==> config.mk <==
export PLATFORM = sky130hd
export DESIGN_NAME = axis_pkt_sched
export DESIGN_NICKNAME = d
export VERILOG_FILES = /design/src/rtl/axis_pkt_sched.sv
export SDC_FILE = /design/constraint.sdc
export NUM_CORES = 1
export LEC_CHECK = 0
export BUFFER_PORTS_ARGS = -buffer_cell sky130_fd_sc_hd__buf_2
export CORE_MARGIN = 3
export CORE_UTILIZATION = 48
export CTS_CLUSTER_SIZE = 12
export DETAILED_ROUTE_END_ITERATION = 12
export PLACE_DENSITY_LB_ADDON = 0.05
export SLEW_MARGIN = 20
export SYNTH_ARGS = -nofsm -noshare
export SYNTH_HDL_FRONTEND = slang
export SYNTH_SLANG_ARGS = --single-unit
==> constraint.sdc <==
create_clock -name clk -period 3 [get_ports clk]
set_input_delay 0.15 -clock clk [delete_from_list [all_inputs] [get_ports clk]]
set_output_delay 0.15 -clock clk [all_outputs]
set_load 0.01 [all_outputs]
==> src/rtl/axis_pkt_sched.sv <==
// Round-robin packet scheduler: shares one AXI4-Stream master between N_CH
// show-ahead FIFOs, granting only channels that already hold a full packet.
module axis_pkt_sched #(
  parameter int unsigned DATA_WIDTH = 32,
  parameter int unsigned N_CH       = 4,
  parameter int unsigned CH_WIDTH   = 2,
  parameter int unsigned LVL_WIDTH  = 10,
  parameter int unsigned PKT_LEN    = 512
) (
  input  logic                          clk,
  input  logic                          rst,
  input  logic                          enable,
  input  logic [N_CH*DATA_WIDTH-1:0]    i_fifo_data,
  input  logic [N_CH*LVL_WIDTH-1:0]     i_fifo_level,
  output logic [N_CH-1:0]               o_fifo_rd,
  output logic [DATA_WIDTH-1:0]         m_axis_tdata,
  output logic                          m_axis_tvalid,
  input  logic                          m_axis_tready,
  output logic                          m_axis_tlast,
  output logic [DATA_WIDTH/8-1:0]       m_axis_tkeep,
  output logic [CH_WIDTH-1:0]           m_axis_tdest,
  output logic                          o_busy,
  output logic [31:0]                   o_pkt_count
);

  localparam int unsigned CNT_W = $clog2(PKT_LEN);
  localparam int unsigned N_IDX = 1 << CH_WIDTH;

  typedef enum logic [1:0] {IDLE, STREAM, WAIT_LAST} state_t;

  state_t                state_q, state_d;
  logic [CH_WIDTH-1:0]   last_grant_q, last_grant_d;
  logic [CNT_W-1:0]      word_cnt_q, word_cnt_d;
  logic [DATA_WIDTH-1:0] tdata_q, tdata_d;
  logic                  tvalid_q, tvalid_d;
  logic                  tlast_q, tlast_d;
  logic [CH_WIDTH-1:0]   tdest_q, tdest_d;
  logic [31:0]           pkt_cnt_q, pkt_cnt_d;
  logic                  busy_q, busy_d;

  logic [DATA_WIDTH-1:0] ch_data [N_IDX];
  logic [N_CH-1:0]       eligible;
  logic [CH_WIDTH-1:0]   hi_sel, lo_sel, grant_sel;
  logic                  hi_found, lo_found;
  logic                  ld;
  logic                  rd_en;

  // Unpack per-channel head words (padded to a full index range) and eligibility.
  for (genvar c = 0; c < N_IDX; c++) begin : g_ch
    if (c < N_CH) begin : g_used
      assign ch_data[c]  = i_fifo_data[c*DATA_WIDTH +: DATA_WIDTH];
      assign eligible[c] = i_fifo_level[c*LVL_WIDTH +: LVL_WIDTH] >= LVL_WIDTH'(PKT_LEN);
    end else begin : g_pad
      assign ch_data[c] = '0;
    end
  end

  // Rotating priority: lowest eligible above last_grant, else lowest eligible overall.
  always_comb begin
    hi_found = 1'b0;
    lo_found = 1'b0;
    hi_sel   = '0;
    lo_sel   = '0;
    for (int c = int'(N_CH) - 1; c >= 0; c--) begin
      if (eligible[c]) begin
        lo_found = 1'b1;
        lo_sel   = CH_WIDTH'(c);
        if (CH_WIDTH'(c) > last_grant_q) begin
          hi_found = 1'b1;
          hi_sel   = CH_WIDTH'(c);
        end
      end
    end
    grant_sel = hi_found ? hi_sel : lo_sel;
  end

  assign ld = !tvalid_q || m_axis_tready;

  always_comb begin
    state_d      = state_q;
    last_grant_d = last_grant_q;
    word_cnt_d   = word_cnt_q;
    tdata_d      = tdata_q;
    tvalid_d     = tvalid_q;
    tlast_d      = tlast_q;
    tdest_d      = tdest_q;
    pkt_cnt_d    = pkt_cnt_q;
    rd_en        = 1'b0;
    case (state_q)
      IDLE: begin
        if (enable && lo_found) begin
          last_grant_d = grant_sel;
          tdest_d      = grant_sel;
          word_cnt_d   = '0;
          state_d      = STREAM;
        end
      end
      STREAM: begin
        if (ld) begin
          tdata_d    = ch_data[last_grant_q];
          tvalid_d   = 1'b1;
          rd_en      = 1'b1;
          word_cnt_d = word_cnt_q + CNT_W'(1);
          if (word_cnt_q == CNT_W'(PKT_LEN - 1)) begin
            tlast_d = 1'b1;
            state_d = WAIT_LAST;
          end
        end
      end
      WAIT_LAST: begin
        if (m_axis_tready) begin
          tvalid_d  = 1'b0;
          tlast_d   = 1'b0;
          pkt_cnt_d = pkt_cnt_q + 32'd1;
          state_d   = IDLE;
        end
      end
      default: state_d = IDLE;
    endcase
    busy_d = (state_d != IDLE);
  end

  always_ff @(posedge clk) begin
    if (rst) begin
      state_q      <= IDLE;
      last_grant_q <= CH_WIDTH'(N_CH - 1);
      word_cnt_q   <= '0;
      tdata_q      <= '0;
      tvalid_q     <= 1'b0;
      tlast_q      <= 1'b0;
      tdest_q      <= '0;
      pkt_cnt_q    <= '0;
      busy_q       <= 1'b0;
    end else begin
      state_q      <= state_d;
      last_grant_q <= last_grant_d;
      word_cnt_q   <= word_cnt_d;
      tdata_q      <= tdata_d;
      tvalid_q     <= tvalid_d;
      tlast_q      <= tlast_d;
      tdest_q      <= tdest_d;
      pkt_cnt_q    <= pkt_cnt_d;
      busy_q       <= busy_d;
    end
  end

  // FIFO advance must coincide with the output-register load, so it is combinational.
  always_comb begin
    o_fifo_rd = '0;
    for (int c = 0; c < int'(N_CH); c++) begin
      o_fifo_rd[c] = rd_en && !rst && (last_grant_q == CH_WIDTH'(c));
    end
  end

  assign m_axis_tdata  = tdata_q;
  assign m_axis_tvalid = tvalid_q;
  assign m_axis_tlast  = tlast_q;
  assign m_axis_tdest  = tdest_q;
  assign m_axis_tkeep  = '1;
  assign o_busy        = busy_q;
  assign o_pkt_count   = pkt_cnt_q;

endmodule

## Yosys cells after proc, flatten, opt, wreduce, memory -nomap -nowiden

Cells that the tools add are included.

| word-level totals | value |
|---|---|
| flip-flop bits (word level) | 82 |
| input bits | 172 |
| output and inout port bits | 77 |
| logic and storage cells | 95 |

| cells by class | value |
|---|---|
| $add $sub $neg | 2 |
| $lt $le $gt $ge | 9 |
| eq/ne operators | 10 |
| muxes and demuxes | 44 |
| bitwise logic cells | 1 |
| reduce and logical (&&, ||, !) cells | 20 |

Operators with widths:

| cell | number |
|---|---|
| $bmux 32 s2 | 1 |
| $mux 32 | 2 |
| $ge 10x10->1 const B | 4 |
| $mux 2 | 17 |
| $add 32x1->32 const B | 1 |
| $mux 1 | 18 |
| $mux 9 | 2 |
| $pmux 9 s2 | 1 |
| $add 9x1->9 const B | 1 |
| $eq 9x9->1 const B | 1 |
| $ne 2x2->1 const B | 4 |
| $eq 2x2->1 const B | 3 |
| $logic_and 1x1->1 | 6 |
| $pmux 2 s3 | 1 |
| $reduce_and 2->1 | 3 |
| $reduce_and 3->1 | 2 |
| $reduce_bool 2->1 | 3 |
| $eq 2x1->1 const B | 2 |
| $gt 1x2->1 const A | 2 |
| $gt 2x2->1 const A | 2 |
| $logic_not 2->1 | 2 |
| $pmux 1 s2 | 2 |
| $reduce_and 4->1 | 1 |
| $ge 3x3->1 const B | 1 |
| 3 further kinds | 4 |

## Longest topological paths before layout

| logic depth | value |
|---|---|
| word-level depth | 10 |
| mapped depth | 8 |
| mapped depth without buffers | 8 |

## Worst setup path before layout

Ideal clock, no wire load.

| timing | value |
|---|---|
| path kind | register to register |
| start | reg pkt_cnt_q[0] (netlist: o_pkt_count[0]) |
| end | reg pkt_cnt_q[20] (netlist: o_pkt_count[20]) |
| library setup time | 0.121 ns |
| arrival | 1.864 ns |
| data required time | 2.879 ns |
| slack | 1.015 ns |
| cell stages (with the launch flop) | 8 |
| buffers on the path | 2 |
| clock period less this slack | 1.985 ns |
| cells stage by stage | dfxtp_1 ha_1 nand2_1 or3_1 clkbuf_1 buf_2 nor4_1 mux2_2 |

| between the ends | value |
|---|---|
| word-level cells in the longest chain between the ends | 1 |

RTL lines:

| element | RTL line | RTL |
|---|---|---|
| from (decl) | 38 | `logic [31:0] pkt_cnt_q, pkt_cnt_d;` |
| from (signal assigned) | 142 | `pkt_cnt_q <= pkt_cnt_d;` |
| $add 32x1->32 | 114 | `pkt_cnt_d = pkt_cnt_q + 32'd1;` |

Every way passes these cells.
A chain may end at the register's enable or synchronous reset.

## Final worst setup path

| timing | value |
|---|---|
| start | reg state_q[1] |
| end | reg pkt_cnt_q[19] (netlist: o_pkt_count[19]) |

| between the ends | value |
|---|---|
| word-level cells in the longest chain between the ends | 2 |

RTL lines:

| element | RTL line | RTL |
|---|---|---|
| from (decl) | 31 | `state_t state_q, state_d;` |
| from (signal assigned) | 135 | `state_q <= state_d;` |
| $eq 2x2->1 | 89 | `case (state_q)` |
| $reduce_and 2->1 (no line) | n/a |  |

Every way passes these cells.

==> results.tsv <==
metric	value	unit
outcome	finished clean	
drv_cap	0	
grt_pass1_wl	19900	um
slew_violations	0	
cts_tree	built	
dieHeight	100	um
fp.dieW	100	um
dpl.hpwl	9530	um
synthXorXnorAreaFrac	2.25	%
crit_fanout	20	
grt_pass1_vias	4129	
fmax	0.430	GHz
dp_slack	0.717	ns
antenna_found_initial	0	
dr.pass1.iters	4	
worst_slack	0.676	ns
leakage	2.39	nW
cts_resized	0	
clk_latency	0.36	ns
fin_crit	2.32	ns
synthAdderAreaFrac	0.876	%
avgSynthCellArea	9.05	sq um
async_flop_share	0	%
required	3.28	ns
path_cells	nand3b_1 > or3_1 > or4_1 > a21oi_1	
start_util	50.8	%
overflow	0	
finalSetupViolCount	0	
hold-path-endpoint	m_axis_tlast	
whs	0.168	ns
n_antenna_cell	0	
final_nets	837	
grt_max_degree	40	
yosys_warnings	0	
yosysUniqueCellTypes	45	
hold_path_class	in2reg	
cts_buffers	9	
p_per_area	445	mW/mm^2
cts_hold_buf	0	
worst_pin_slew	1.01	ns
totalPowerFinal	0.00248	W
irDropWorstVdd	0.251	mV
whs_path_depth	4	
clk_pin_slew_worst_paths	0.08	ns
viasPerCell	5.61	
cp_slowest_stage_delay	0.71	ns
crit_type	reg2reg	
tns	0	ns
nFillCells	743	
yosys.area_share.simple	22.0	%
synthMuxAreaShare	17.3	%
regToRegStartpoint	state_q[1]	
htreeDepth	3	
relSlewSlack	32.9	%
layout-drive-gt1-share	39.9	%
cts_buffer_depth	2	
root_buffer	clkbuf_8	
cts_num_sinks	82	
syn-cell-area	0.00428	sq mm
core	0.00842	sq mm
rrSetupSlack	0.68	ns
min-delay-start	m_axis_tready	
portBuffers	208	
synth-main-ff-cell	dfxtp_1	
ys_seq_area_share	38.3	%
critPathLaunchType	flip-flop	
drtAntennaViolNets	0	
rsz0062_at_grt	no	
endpoint_kind	flip-flop	
place_congestion	0.898	
crit_path_start	state_q[1]	
cp_slowest_cell	or3_1	
hold_violations	0	
synthToLayoutAreaGrowth	29.9	%
track_usage	25.0	%
dieArea	0.0101	sq mm
reg2reg_to	o_pkt_count[19]	
syn_inst	473	
ys_ff_latch	82	
fin_crit_sh	77.5	%
postCtsSetupBuffers	0	
drt_iter0_markers	136	
finalClockSkew	0.00664	ns
reg2reg_depth	4	
synth_edf_count	0	
wirelength	12600	um
cp_data_arrival_time	2.61	ns
synth_top_family_by_area	simple AND/OR/NAND/NOR gates	
fp-row-count	33	
drc	0	
io_pins	249	
wire_per_inst	16.3	um
synth-compound-area-share	14.3	%
vias	4329	
==> area by class of cell <==
class                   instances  area, sq um  area share, %
clock buffers                  14          153           2.74
clock inverters                 2         60.1           1.08
inverters                      10         37.5          0.675
multi-input cells             346         2440           44.0
flip-flops and latches         82         1640           29.6
well taps                     105          131           2.36
repair buffers                213         1090           19.6
==> Yosys cell counts (8+ instances only) <==
library cell / n / area (sq um)
nor4_1: 9 / 56.3
o31ai_1: 20 / 150
inv_1: 10 / 37.5
a21oi_1: 67 / 335
mux4_2: 32 / 721
o21ai_0: 9 / 45.0
nor3_1: 8 / 40.0
xnor2_1: 9 / 78.8
nand3_1: 12 / 60.1
nand2_1: 84 / 315
nor2_1: 20 / 75.1
dfxtp_1: 82 / 1640
or4_1: 21 / 158
clkbuf_1: 24 / 90.1
==> critical path, delay by kind of cell (launching register included) <==
| family | cells | cell delay [ns] |
|---|---|---|
| compound gates | 1 | 0.14 |
| flops | 1 | 0.51 |
| simple gates | 3 | 1.59 |
==> through the flow <==
step                      cells  util (%)  cell area [sq um]
after CTS                   772      66.0               5560
after global placement      756      63.5               5350
after detailed placement    756      63.5               5350
after floorplan             476         -               4290
after global routing        772      66.0               5560
final                       772      66.0               5560
==> sequential cells by signal (all words and copies together), names as in the netlist <==
register       cells
last_grant_q       2
m_axis_tdata      32
m_axis_tdest       2
m_axis_tlast       1
m_axis_tvalid      1
o_busy             1
o_pkt_count       32
state_q            2
word_cnt_q         9
==> metal layers <==
metal,routed length [um],track usage [%]
met5,0,0
met1,4900,30.1
met3,841,5.33
met4,202,9.95
met2,6620,43.4
==> where the power goes <==
| part | internal, W | leakage [nW] | switching, W |
|---|---|---|---|
| Sequential | 0.00113 | 0.665 | 0.0000425 |
| Combinational | 0.000230 | 1.62 | 0.000199 |
| Clock | 0.000494 | 0.105 | 0.000379 |
| Total | 0.00185 | 2.39 | 0.000621 |
==> how the worst max path moves through the flow <==
stage | endpoint | slack (ns) | cells after the start
6_report | o_pkt_count[19] | 0.68 | 4
2_1_floorplan | o_pkt_count[20] | 1.01 | 7
3_5_place_dp | o_pkt_count[19] | 0.72 | 4
5_1_grt | word_cnt_q[7] | 0.49 | 4
3_3_place_gp | o_pkt_count[19] | 0.76 | 4
4_1_cts | o_pkt_count[19] | 0.69 | 4
==> kinds of logic after synthesis <==
logic type | Yosys count
XOR/XNOR | 11
other | 1
AND/OR/NAND/NOR | 188
adder cells (fa/ha/maj) | 3
flip-flops | 82
AO/OA/AOI/OAI | 106
buffers and inverters | 48
multiplexers | 34
==> placed cells by master, fill, tap and decap left out, types with 12 or more instances in the layout <==
cell,count
nand3_1,12
buf_2,208
nor2_1,19
o31ai_1,20
dfxtp_1,80
nand2_1,84
mux4_2,32
or4_1,21
a21oi_1,67
(Power assumes the default switching activity.)
